--- src/rtl/stack_engine_if.sv ---
// Command, RAM and status bundle for the stack engine.
// The engine takes the slave modport; the command source/RAM side takes master.
interface stack_engine_if #(
    parameter int unsigned DATA_WIDTH = 4,
    parameter int unsigned ADDR_WIDTH = 8,
    parameter int unsigned MAX_WORDS  = 3
);
    localparam int unsigned CNT_WIDTH = $clog2(MAX_WORDS + 1);
    localparam int unsigned BUS_WIDTH = MAX_WORDS * DATA_WIDTH;

    logic                  start;
    logic                  op;
    logic [CNT_WIDTH-1:0]  count;
    logic [BUS_WIDTH-1:0]  push_data;
    logic                  sp_load;
    logic [ADDR_WIDTH-1:0] sp_load_value;
    logic [ADDR_WIDTH-1:0] ram_addr;
    logic [DATA_WIDTH-1:0] ram_wdata;
    logic                  ram_we;
    logic                  ram_re;
    logic [DATA_WIDTH-1:0] ram_rdata;
    logic [ADDR_WIDTH-1:0] sp;
    logic                  busy;
    logic                  done;
    logic [BUS_WIDTH-1:0]  pop_data;
    logic                  wrapped;

    modport slave (
        input  start, op, count, push_data, sp_load, sp_load_value, ram_rdata,
        output ram_addr, ram_wdata, ram_we, ram_re, sp, busy, done, pop_data, wrapped
    );

    modport master (
        output start, op, count, push_data, sp_load, sp_load_value, ram_rdata,
        input  ram_addr, ram_wdata, ram_we, ram_re, sp, busy, done, pop_data, wrapped
    );
endinterface

--- src/rtl/stack_engine.sv ---
// Multi-word push/pop engine over a synchronous single-port RAM.
// All outputs are registered; next values are computed in one combinational block.
module stack_engine #(
    parameter int unsigned DATA_WIDTH = 4,
    parameter int unsigned ADDR_WIDTH = 8,
    parameter int unsigned MAX_WORDS  = 3,
    parameter int unsigned SP_RESET   = 0
) (
    input  logic clk,
    input  logic reset,
    stack_engine_if.slave bus
);
    localparam int unsigned CW = $clog2(MAX_WORDS + 1);
    localparam int unsigned BW = MAX_WORDS * DATA_WIDTH;

    localparam logic [2:0] IDLE     = 3'd0;
    localparam logic [2:0] PUSH     = 3'd1;
    localparam logic [2:0] POP      = 3'd2;
    localparam logic [2:0] POP_LAST = 3'd3;
    localparam logic [2:0] DONE     = 3'd4;

    logic [2:0]            state, state_nx;
    logic [CW-1:0]         idx, idx_nx, cnt_q, cnt_nx;
    logic [BW-1:0]         data_q, data_nx, pdata_q, pdata_nx;
    logic [ADDR_WIDTH-1:0] sp_q, sp_nx, addr_q, addr_nx;
    logic [DATA_WIDTH-1:0] wdata_q, wdata_nx;
    logic                  we_q, we_nx, re_q, re_nx;
    logic                  busy_q, busy_nx, done_q, done_nx, wrap_q, wrap_nx;

    function automatic logic [DATA_WIDTH-1:0] word_of(input logic [BW-1:0] v, input logic [CW-1:0] i);
        word_of = '0;
        for (int unsigned w = 0; w < MAX_WORDS; w++)
            if (CW'(w) == i) word_of = v[w*DATA_WIDTH +: DATA_WIDTH];
    endfunction

    function automatic logic [BW-1:0] put_word(input logic [BW-1:0] v, input logic [CW-1:0] i,
                                               input logic [DATA_WIDTH-1:0] d);
        put_word = v;
        for (int unsigned w = 0; w < MAX_WORDS; w++)
            if (CW'(w) == i) put_word[w*DATA_WIDTH +: DATA_WIDTH] = d;
    endfunction

    // Next-state, datapath and registered-output computation.
    always_comb begin
        state_nx = state;
        idx_nx   = idx;
        cnt_nx   = cnt_q;
        data_nx  = data_q;
        pdata_nx = pdata_q;
        sp_nx    = sp_q;
        addr_nx  = addr_q;
        wdata_nx = '0;
        we_nx    = 1'b0;
        re_nx    = 1'b0;
        wrap_nx  = wrap_q;

        case (state)
            IDLE: begin
                if (bus.sp_load) begin
                    sp_nx   = bus.sp_load_value;
                    wrap_nx = 1'b0;
                end else if (bus.start && bus.count != '0 && bus.count <= CW'(MAX_WORDS)) begin
                    cnt_nx  = bus.count;
                    data_nx = bus.push_data;
                    if (!bus.op) begin
                        state_nx = PUSH;
                        idx_nx   = bus.count - CW'(1);
                        we_nx    = 1'b1;
                        addr_nx  = sp_q - ADDR_WIDTH'(1);
                        wdata_nx = word_of(bus.push_data, bus.count - CW'(1));
                    end else begin
                        state_nx = POP;
                        idx_nx   = '0;
                        re_nx    = 1'b1;
                        addr_nx  = sp_q;
                        pdata_nx = '0;
                    end
                end
            end
            PUSH: begin
                sp_nx = sp_q - ADDR_WIDTH'(1);
                if (sp_q == '0) wrap_nx = 1'b1;
                if (idx == '0) begin
                    state_nx = DONE;
                end else begin
                    idx_nx   = idx - CW'(1);
                    we_nx    = 1'b1;
                    addr_nx  = sp_q - ADDR_WIDTH'(2);
                    wdata_nx = word_of(data_q, idx - CW'(1));
                end
            end
            POP: begin
                sp_nx = sp_q + ADDR_WIDTH'(1);
                if (sp_q == '1) wrap_nx = 1'b1;
                // Read data lags the read strobe by one cycle.
                if (idx != '0) pdata_nx = put_word(pdata_q, idx - CW'(1), bus.ram_rdata);
                if (idx == cnt_q - CW'(1)) begin
                    state_nx = POP_LAST;
                end else begin
                    idx_nx  = idx + CW'(1);
                    re_nx   = 1'b1;
                    addr_nx = sp_q + ADDR_WIDTH'(1);
                end
            end
            POP_LAST: begin
                pdata_nx = put_word(pdata_q, idx, bus.ram_rdata);
                state_nx = DONE;
            end
            DONE:    state_nx = IDLE;
            default: state_nx = IDLE;
        endcase

        busy_nx = (state_nx != IDLE);
        done_nx = (state_nx == DONE);
    end

    always_ff @(posedge clk or posedge reset) begin
        if (reset) begin
            state   <= IDLE;
            idx     <= '0;
            cnt_q   <= '0;
            data_q  <= '0;
            pdata_q <= '0;
            sp_q    <= ADDR_WIDTH'(SP_RESET);
            addr_q  <= '0;
            wdata_q <= '0;
            we_q    <= 1'b0;
            re_q    <= 1'b0;
            busy_q  <= 1'b0;
            done_q  <= 1'b0;
            wrap_q  <= 1'b0;
        end else begin
            state   <= state_nx;
            idx     <= idx_nx;
            cnt_q   <= cnt_nx;
            data_q  <= data_nx;
            pdata_q <= pdata_nx;
            sp_q    <= sp_nx;
            addr_q  <= addr_nx;
            wdata_q <= wdata_nx;
            we_q    <= we_nx;
            re_q    <= re_nx;
            busy_q  <= busy_nx;
            done_q  <= done_nx;
            wrap_q  <= wrap_nx;
        end
    end

    assign bus.ram_addr  = addr_q;
    assign bus.ram_wdata = wdata_q;
    assign bus.ram_we    = we_q;
    assign bus.ram_re    = re_q;
    assign bus.sp        = sp_q;
    assign bus.busy      = busy_q;
    assign bus.done      = done_q;
    assign bus.pop_data  = pdata_q;
    assign bus.wrapped   = wrap_q;
endmodule
--- src/flat_wrapper.sv ---
// flat-port wrapper written by rule: the top's interface ports become plain ports
module stack_engine_flat 
#(
    parameter int unsigned DATA_WIDTH = 4,
    parameter int unsigned ADDR_WIDTH = 8,
    parameter int unsigned MAX_WORDS  = 3,
    parameter int unsigned SP_RESET   = 0
)
  (clk, reset, bus_start, bus_op, bus_count, bus_push_data, bus_sp_load, bus_sp_load_value, bus_ram_rdata, bus_ram_addr, bus_ram_wdata, bus_ram_we, bus_ram_re, bus_sp, bus_busy, bus_done, bus_pop_data, bus_wrapped);
  stack_engine_if #(.DATA_WIDTH(DATA_WIDTH), .ADDR_WIDTH(ADDR_WIDTH), .MAX_WORDS(MAX_WORDS)) bus_i ();
  input  logic clk;
  input  logic reset;
  input wire logic [$bits(bus_i.start)-1:0] bus_start;
  input wire logic [$bits(bus_i.op)-1:0] bus_op;
  input wire logic [$bits(bus_i.count)-1:0] bus_count;
  input wire logic [$bits(bus_i.push_data)-1:0] bus_push_data;
  input wire logic [$bits(bus_i.sp_load)-1:0] bus_sp_load;
  input wire logic [$bits(bus_i.sp_load_value)-1:0] bus_sp_load_value;
  input wire logic [$bits(bus_i.ram_rdata)-1:0] bus_ram_rdata;
  output wire logic [$bits(bus_i.ram_addr)-1:0] bus_ram_addr;
  output wire logic [$bits(bus_i.ram_wdata)-1:0] bus_ram_wdata;
  output wire logic [$bits(bus_i.ram_we)-1:0] bus_ram_we;
  output wire logic [$bits(bus_i.ram_re)-1:0] bus_ram_re;
  output wire logic [$bits(bus_i.sp)-1:0] bus_sp;
  output wire logic [$bits(bus_i.busy)-1:0] bus_busy;
  output wire logic [$bits(bus_i.done)-1:0] bus_done;
  output wire logic [$bits(bus_i.pop_data)-1:0] bus_pop_data;
  output wire logic [$bits(bus_i.wrapped)-1:0] bus_wrapped;
  assign bus_i.start = bus_start;
  assign bus_i.op = bus_op;
  assign bus_i.count = bus_count;
  assign bus_i.push_data = bus_push_data;
  assign bus_i.sp_load = bus_sp_load;
  assign bus_i.sp_load_value = bus_sp_load_value;
  assign bus_i.ram_rdata = bus_ram_rdata;
  assign bus_ram_addr = bus_i.ram_addr;
  assign bus_ram_wdata = bus_i.ram_wdata;
  assign bus_ram_we = bus_i.ram_we;
  assign bus_ram_re = bus_i.ram_re;
  assign bus_sp = bus_i.sp;
  assign bus_busy = bus_i.busy;
  assign bus_done = bus_i.done;
  assign bus_pop_data = bus_i.pop_data;
  assign bus_wrapped = bus_i.wrapped;
  stack_engine #(.DATA_WIDTH(DATA_WIDTH), .ADDR_WIDTH(ADDR_WIDTH), .MAX_WORDS(MAX_WORDS), .SP_RESET(SP_RESET)) u_core (.clk(clk), .reset(reset), .bus(bus_i));
endmodule
--- config.mk ---
export PLATFORM = sky130hd
export DESIGN_NAME = stack_engine_flat
export DESIGN_NICKNAME = d
export VERILOG_FILES = /design/src/rtl/stack_engine_if.sv /design/src/rtl/stack_engine.sv /design/src/flat_wrapper.sv
export SDC_FILE = /design/constraint.sdc
export NUM_CORES = 1
export LEC_CHECK = 0
export CAP_MARGIN = 25
export CORE_MARGIN = 5
export CORE_UTILIZATION = 60
export DETAILED_ROUTE_END_ITERATION = 12
export DONT_BUFFER_PORTS = 1
export PLACE_DENSITY = 0.77
export SLEW_MARGIN = 20
export SYNTH_ARGS = -nofsm -noshare
export SYNTH_HDL_FRONTEND = slang
export SYNTH_SLANG_ARGS = --single-unit
--- constraint.sdc ---
create_clock -name clk -period 2.4 [get_ports clk]
set_input_delay 0.36 -clock clk [delete_from_list [all_inputs] [get_ports clk]]
set_output_delay 0.36 -clock clk [all_outputs]
set_load 0.005 [all_outputs]
* Word level (Yosys, flattened, before mapping)
Index checks and enable logic that the tools add are counted.
** Operators by class
- Add/sub/neg operators :: 7
- Magnitude comparators :: 1
- Equal/unequal tests :: 27
- Mux-type cells :: 56
- Bitwise gates (word level) :: 1
- Reduce and logical (&&, ||, !) cells :: 19
** Operators by type and width (count)
- 2-to-1 mux 4 bit :: 16
- 2-to-1 mux 12 bit :: 4
- 2-to-1 mux 8 bit :: 6
- case mux 8 bit (3 select lines) :: 2
- case mux 12 bit (3 select lines) :: 1
- AND reduction 7 bit :: 3
- inequality test 2 x 1 -> 1 bit, second input constant :: 10
- 2-to-1 mux 2 bit :: 6
- 2-to-1 mux 3 bit :: 4
- case mux 3 bit (4 select lines) :: 1
- 2-to-1 mux 1 bit :: 11
- inequality test 2 bit, second input constant :: 5
- nonzero test 3 bit :: 3
- adder 8 x 1 -> 8 bit, second input constant :: 1
- equality test 8 bit, second input constant :: 1
- logical NOT 8 bit :: 1
- case mux 4 bit (2 select lines) :: 1
- subtractor 8 x 1 -> 8 bit, second input constant :: 1
- subtractor 8 x 2 -> 8 bit, second input constant :: 1
- equality test 1 x 2 -> 1 bit, first input constant :: 3
- equality test 2 bit, first input constant :: 3
- equality test 3 x 2 -> 1 bit, second input constant :: 2
- logical NOT 2 bit :: 3
- case mux 2 bit (3 select lines) :: 1
- other kinds (16) :: 21
** Word-level totals
- Flip-flop bits (word level) :: 56
- Input bits :: 31
- Output and inout port bits :: 37
- Word-level logic and storage cells :: 126

* Longest topological paths before layout
- Word-level depth :: 9
- Mapped depth :: 8
- Mapped depth without buffers :: 7

* Worst setup path before layout
No wires, ideal clock.
- Path kind :: input port to flip-flop
- Start :: input bus_count[0]
- End :: register u_core.pdata_q[10], in the netlist u_core.bus.pop_data[10]
- Setup time :: 125 ps
- Arrival :: 1864 ps
- Path slack :: 412 ps
- Cell stages on the path :: 7
- Path through :: inv_1 -> ha_1 -> nor3b_4 -> nand2_1 -> or3_4 -> a21oi_4 -> mux2_2
** On the way
- Cells in the longest elaborated chain, start to end :: 5
- Elaborated cells between the ends (all ways) :: 6
** RTL lines
- from (decl) :: RTL line flat_wrapper.sv:15 : input wire logic [$bits(bus_i.count)-1:0] bus_count;
- branches (longest 2 deep; another with less-or-equal comparator 2 bit)
- logical AND 1 bit (*) :: RTL line stack_engine.sv:62 : end else if (bus.start && bus.count != '0 && bus.count <= CW'(MAX_WORDS)) begin
- inequality test 2 x 1 -> 1 bit (no line) (*)
- AND reduction 7 bit (no line) (*)
- to (signal assigned) :: RTL line stack_engine.sv:137 : pdata_q <= pdata_nx;
- to (decl) :: RTL line stack_engine.sv:24 : logic [BW-1:0] data_q, data_nx, pdata_q, pdata_nx;
Every way passes the cells marked *.
A chain may end at the register's enable or synchronous reset.

* Final worst setup path
- Start :: register u_core.idx[0]
- End :: register u_core.pdata_q[9], in the netlist u_core.bus.pop_data[9]
** On the way
- Cells in the longest elaborated chain, start to end :: 4
- Elaborated cells between the ends (all ways) :: 8
** RTL lines
- from (decl) :: RTL line stack_engine.sv:23 : logic [CW-1:0] idx, idx_nx, cnt_q, cnt_nx;
- from (signal assigned) :: RTL line stack_engine.sv:134 : idx <= idx_nx;
- subtractor 2 x 1 -> 2 bit :: RTL line stack_engine.sv:96 : if (idx != '0) pdata_nx = put_word(pdata_q, idx - CW'(1), bus.ram_rdata);
- equality test 2 bit :: RTL line stack_engine.sv:40 : if (CW'(w) == i) put_word[w*DATA_WIDTH +: DATA_WIDTH] = d;
- inequality test 2 x 1 -> 1 bit (no line)
- AND reduction 7 bit (no line) (*)
Mark *: on every way between the ends. The rest lies on a longest branch, timed or not.

==> out/results.tsv <==
metric	value	unit
core_area	5608	µm²
cts_sinks	56	
grt_overflow	0	
clk_path_buf_depth	2	
async_reset_ff_share	100.0	%
nets	397	
fin_util	64.84	%
die_w	86.43	µm
tightest_slew	0.9250	ns
diodes	0	
cts_tree	built	
cts_buffers	5	
reg2reg_from	u_core.idx[0]$_DFFE_PP0P_	
end_kind	flop	
p_leak	1.555	nW
status	finished, violations left	
rsz0062_at_grt	false	
report.power.total	4.741	mW
drt_pass1_iterations	4	
post_cts_buffers	0	
synth_ff_type	dfrtp_1	
wirelength	8159	µm
finalSetupViolations	0	
ys_types	64	
max_freq	487.1	MHz
drc	0	
wl_per_cell	19.20	µm
max_slew_margin	37.80	%
die_height	86.43	µm
cts_root_buf	clkbuf_8	
antenna_left	0	
grt_max_degree	30	
holdWs	-0.0007087	ns
maxCapViolCount	0	
yosysWarnings	0	
ir_drop	0.0006945	V
path_class	flop to flop	
syn_area	3505	µm²
crit_fanout	7	
rows	27	
setup.worst_path.start	u_core.idx[0]$_DFFE_PP0P_	
yosysSeqAreaShare	39.99	%
critPathLaunchType	flop	
grt_pass1_wl	13790	µm
cts.repair.resized	0	
initial_core_util	62.49	%
synth_edf_count	0	
powerDensity	1304	nW/µm²
grt_pass1_vias	2732	
finalMaxSlewViolations	0	
top_level_ports	68	
fin_tns_setup	0	ns
dp_hpwl	5905	µm
synth-seq-cells	56	
area_delta_synth_final	3.749	%
insertion_delay	0.32	ns
postSynthAreaPerCell	9.708	µm²
hold_violations	1	
routed_via_density	6.344	
clk_pin_slew	0.11	ns
initialDrtViolationCount	206	
io_buffer_count	0	
antenna_found_initial	0	
drive_gt1_share	15.30	%
syn-num-nets	406	
required	2.62	ns
htreeDepth	2	
syn_inst	361	
finalWeightedCongestion	0.8459	
crit_arrival	2.27	ns
violations	hold timing	
period_minus_slack	2.053	ns
fin_crit_sh	85.55	%
cts_hold_buf	0	
fin_skew	0.009372	ns
vias	2696	
hold_class	input pin to asynchronous set/reset pin	
die-area	7469	µm²
fill_cells	478	
track_usage	22.93	%
==> power breakdown <==
group	leakage, nW	total, mW	switching (mW)	internal (mW)
Clock	0.0423	0.558	0.345	0.213
Combinational	0.818	2.37	1.34	1.03
Sequential	0.695	1.81	0.456	1.35
Total	1.55	4.74	2.14	2.60
==> final timing paths <==
path | end | slack [ns] | cells past startpoint
worst max-delay path | u_core.bus.pop_data[9]$_DFFE_PP0P_ | 0.35 | 7
worst min-delay path | u_core.bus.pop_data[4]$_DFFE_PP0P_ | -0.0007 | 1
worst max register to register | u_core.bus.pop_data[9]$_DFFE_PP0P_ | 0.35 | 7
worst min register to register | u_core.data_q[3]$_DFFE_PP0P_ | 0.52 | 1
max in group asynchronous | u_core.idx[1]$_DFFE_PP0P_ | 1.83 | 2
min in group clk | u_core.bus.wrapped$_DFFE_PP0P_ | 0.13 | 1
==> cell usage after synthesis, drive strengths merged, types with 7 or more instances <==
master / n / area, µm²
xnor2: 8 / 70.07
buf: 16 / 107.6
nand2: 26 / 100.1
a21oi: 34 / 204.0
a31oi: 7 / 43.79
clkbuf: 11 / 41.29
a22o: 7 / 61.31
a22oi: 7 / 52.55
ha: 14 / 175.2
o21ai: 25 / 125.1
dfrtp: 56 / 1401
inv: 11 / 41.29
nor2: 31 / 132.6
mux2: 24 / 270.3
==> cells in the final DEF (no fill, tap or decap), types with 2 or more instances in the layout <==
master	instances
buf_4	10
a31oi_1	7
a211oi_1	4
o21ai_0	24
a22oi_1	7
o22ai_1	6
nand4_1	2
nand3_1	2
clkinvlp_4	2
and2_1	6
a22o_1	7
nor3b_2	2
o31ai_1	5
dfrtp_1	56
a21oi_4	3
clkbuf_8	5
or3b_1	2
nor3_1	5
xor2_1	2
mux2_2	20
and3_1	2
inv_1	10
a21oi_1	31
nor2b_1	6
xnor2_1	8
nand2_1	25
nand2b_1	4
nor2_1	30
mux2i_1	3
mux2_1	4
and4_1	3
nor3b_1	3
ha_1	14
o221ai_1	2
==> per-stage QoR <==
stage | hold slack (ns) | setup slack (ns) | area [µm²] | std cells
2_1_floorplan | 0.4457 | 0.4116 | 3505 | 361
5_1_grt | 0.05544 | 0.1845 | 3636 | 425
6_report | -0.0007087 | 0.3469 | 3636 | 425
4_1_cts | 0.02955 | 0.3472 | 3636 | 425
3_3_place_gp | 0.3721 | 0.3027 | 3541 | 417
3_5_place_dp | 0.3813 | 0.2199 | 3541 | 417
==> registers in the layout (all words and copies together) (netlist names), 2 cells and up <==
name and cells:
u_core.bus.pop_data 12, u_core.data_q 12, u_core.bus.ram_addr 8, u_core.bus.sp 8, u_core.bus.ram_wdata 4, u_core.state 3, u_core.cnt_q 2, u_core.idx 2
==> area by class of cell <==
type,count,area [µm²],area share [%]
Inverter,11,41.29,1.136
Sequential cell,56,1401,38.54
Timing Repair Buffer,11,95.09,2.615
Clock buffer,5,68.82,1.893
Tap cell,72,90.09,2.478
Multi-Input combinational cell,267,1913,52.62
Clock inverter,3,26.28,0.7226
==> cell families (layout without fill, tap and decap cells) <==
| group | count (synthesis) | in the layout | synth area share, % |
|---|---|---|---|
| flip-flops | 56 | 56 | 39.99 |
| multiplexers | 27 | 27 | 8.568 |
| buffers and inverters | 38 | 30 | 5.427 |
| XOR/XNOR | 10 | 10 | 2.499 |
| AO/OA/AOI/OAI | 113 | 113 | 21.71 |
| AND/OR/NAND/NOR | 103 | 103 | 16.82 |
| adder cells (fa/ha/maj) | 14 | 14 | 4.998 |
==> per-layer routing <==
layer	part of all wire (%)	track usage, %
met3	8.2	5.989
met5	0	0
met1	44	31.80
met4	1.1	5.382
met2	47	36.02
==> critical path: stages, from the launching register on <==
cell     delay, ns
dfrtp_1       0.47
inv_1         0.11
ha_1          0.34
nor2_1        0.19
a22o_1        0.17
nand2_1       0.10
a21oi_4       0.22
mux2_2        0.35
(Power assumes the default switching activity.)
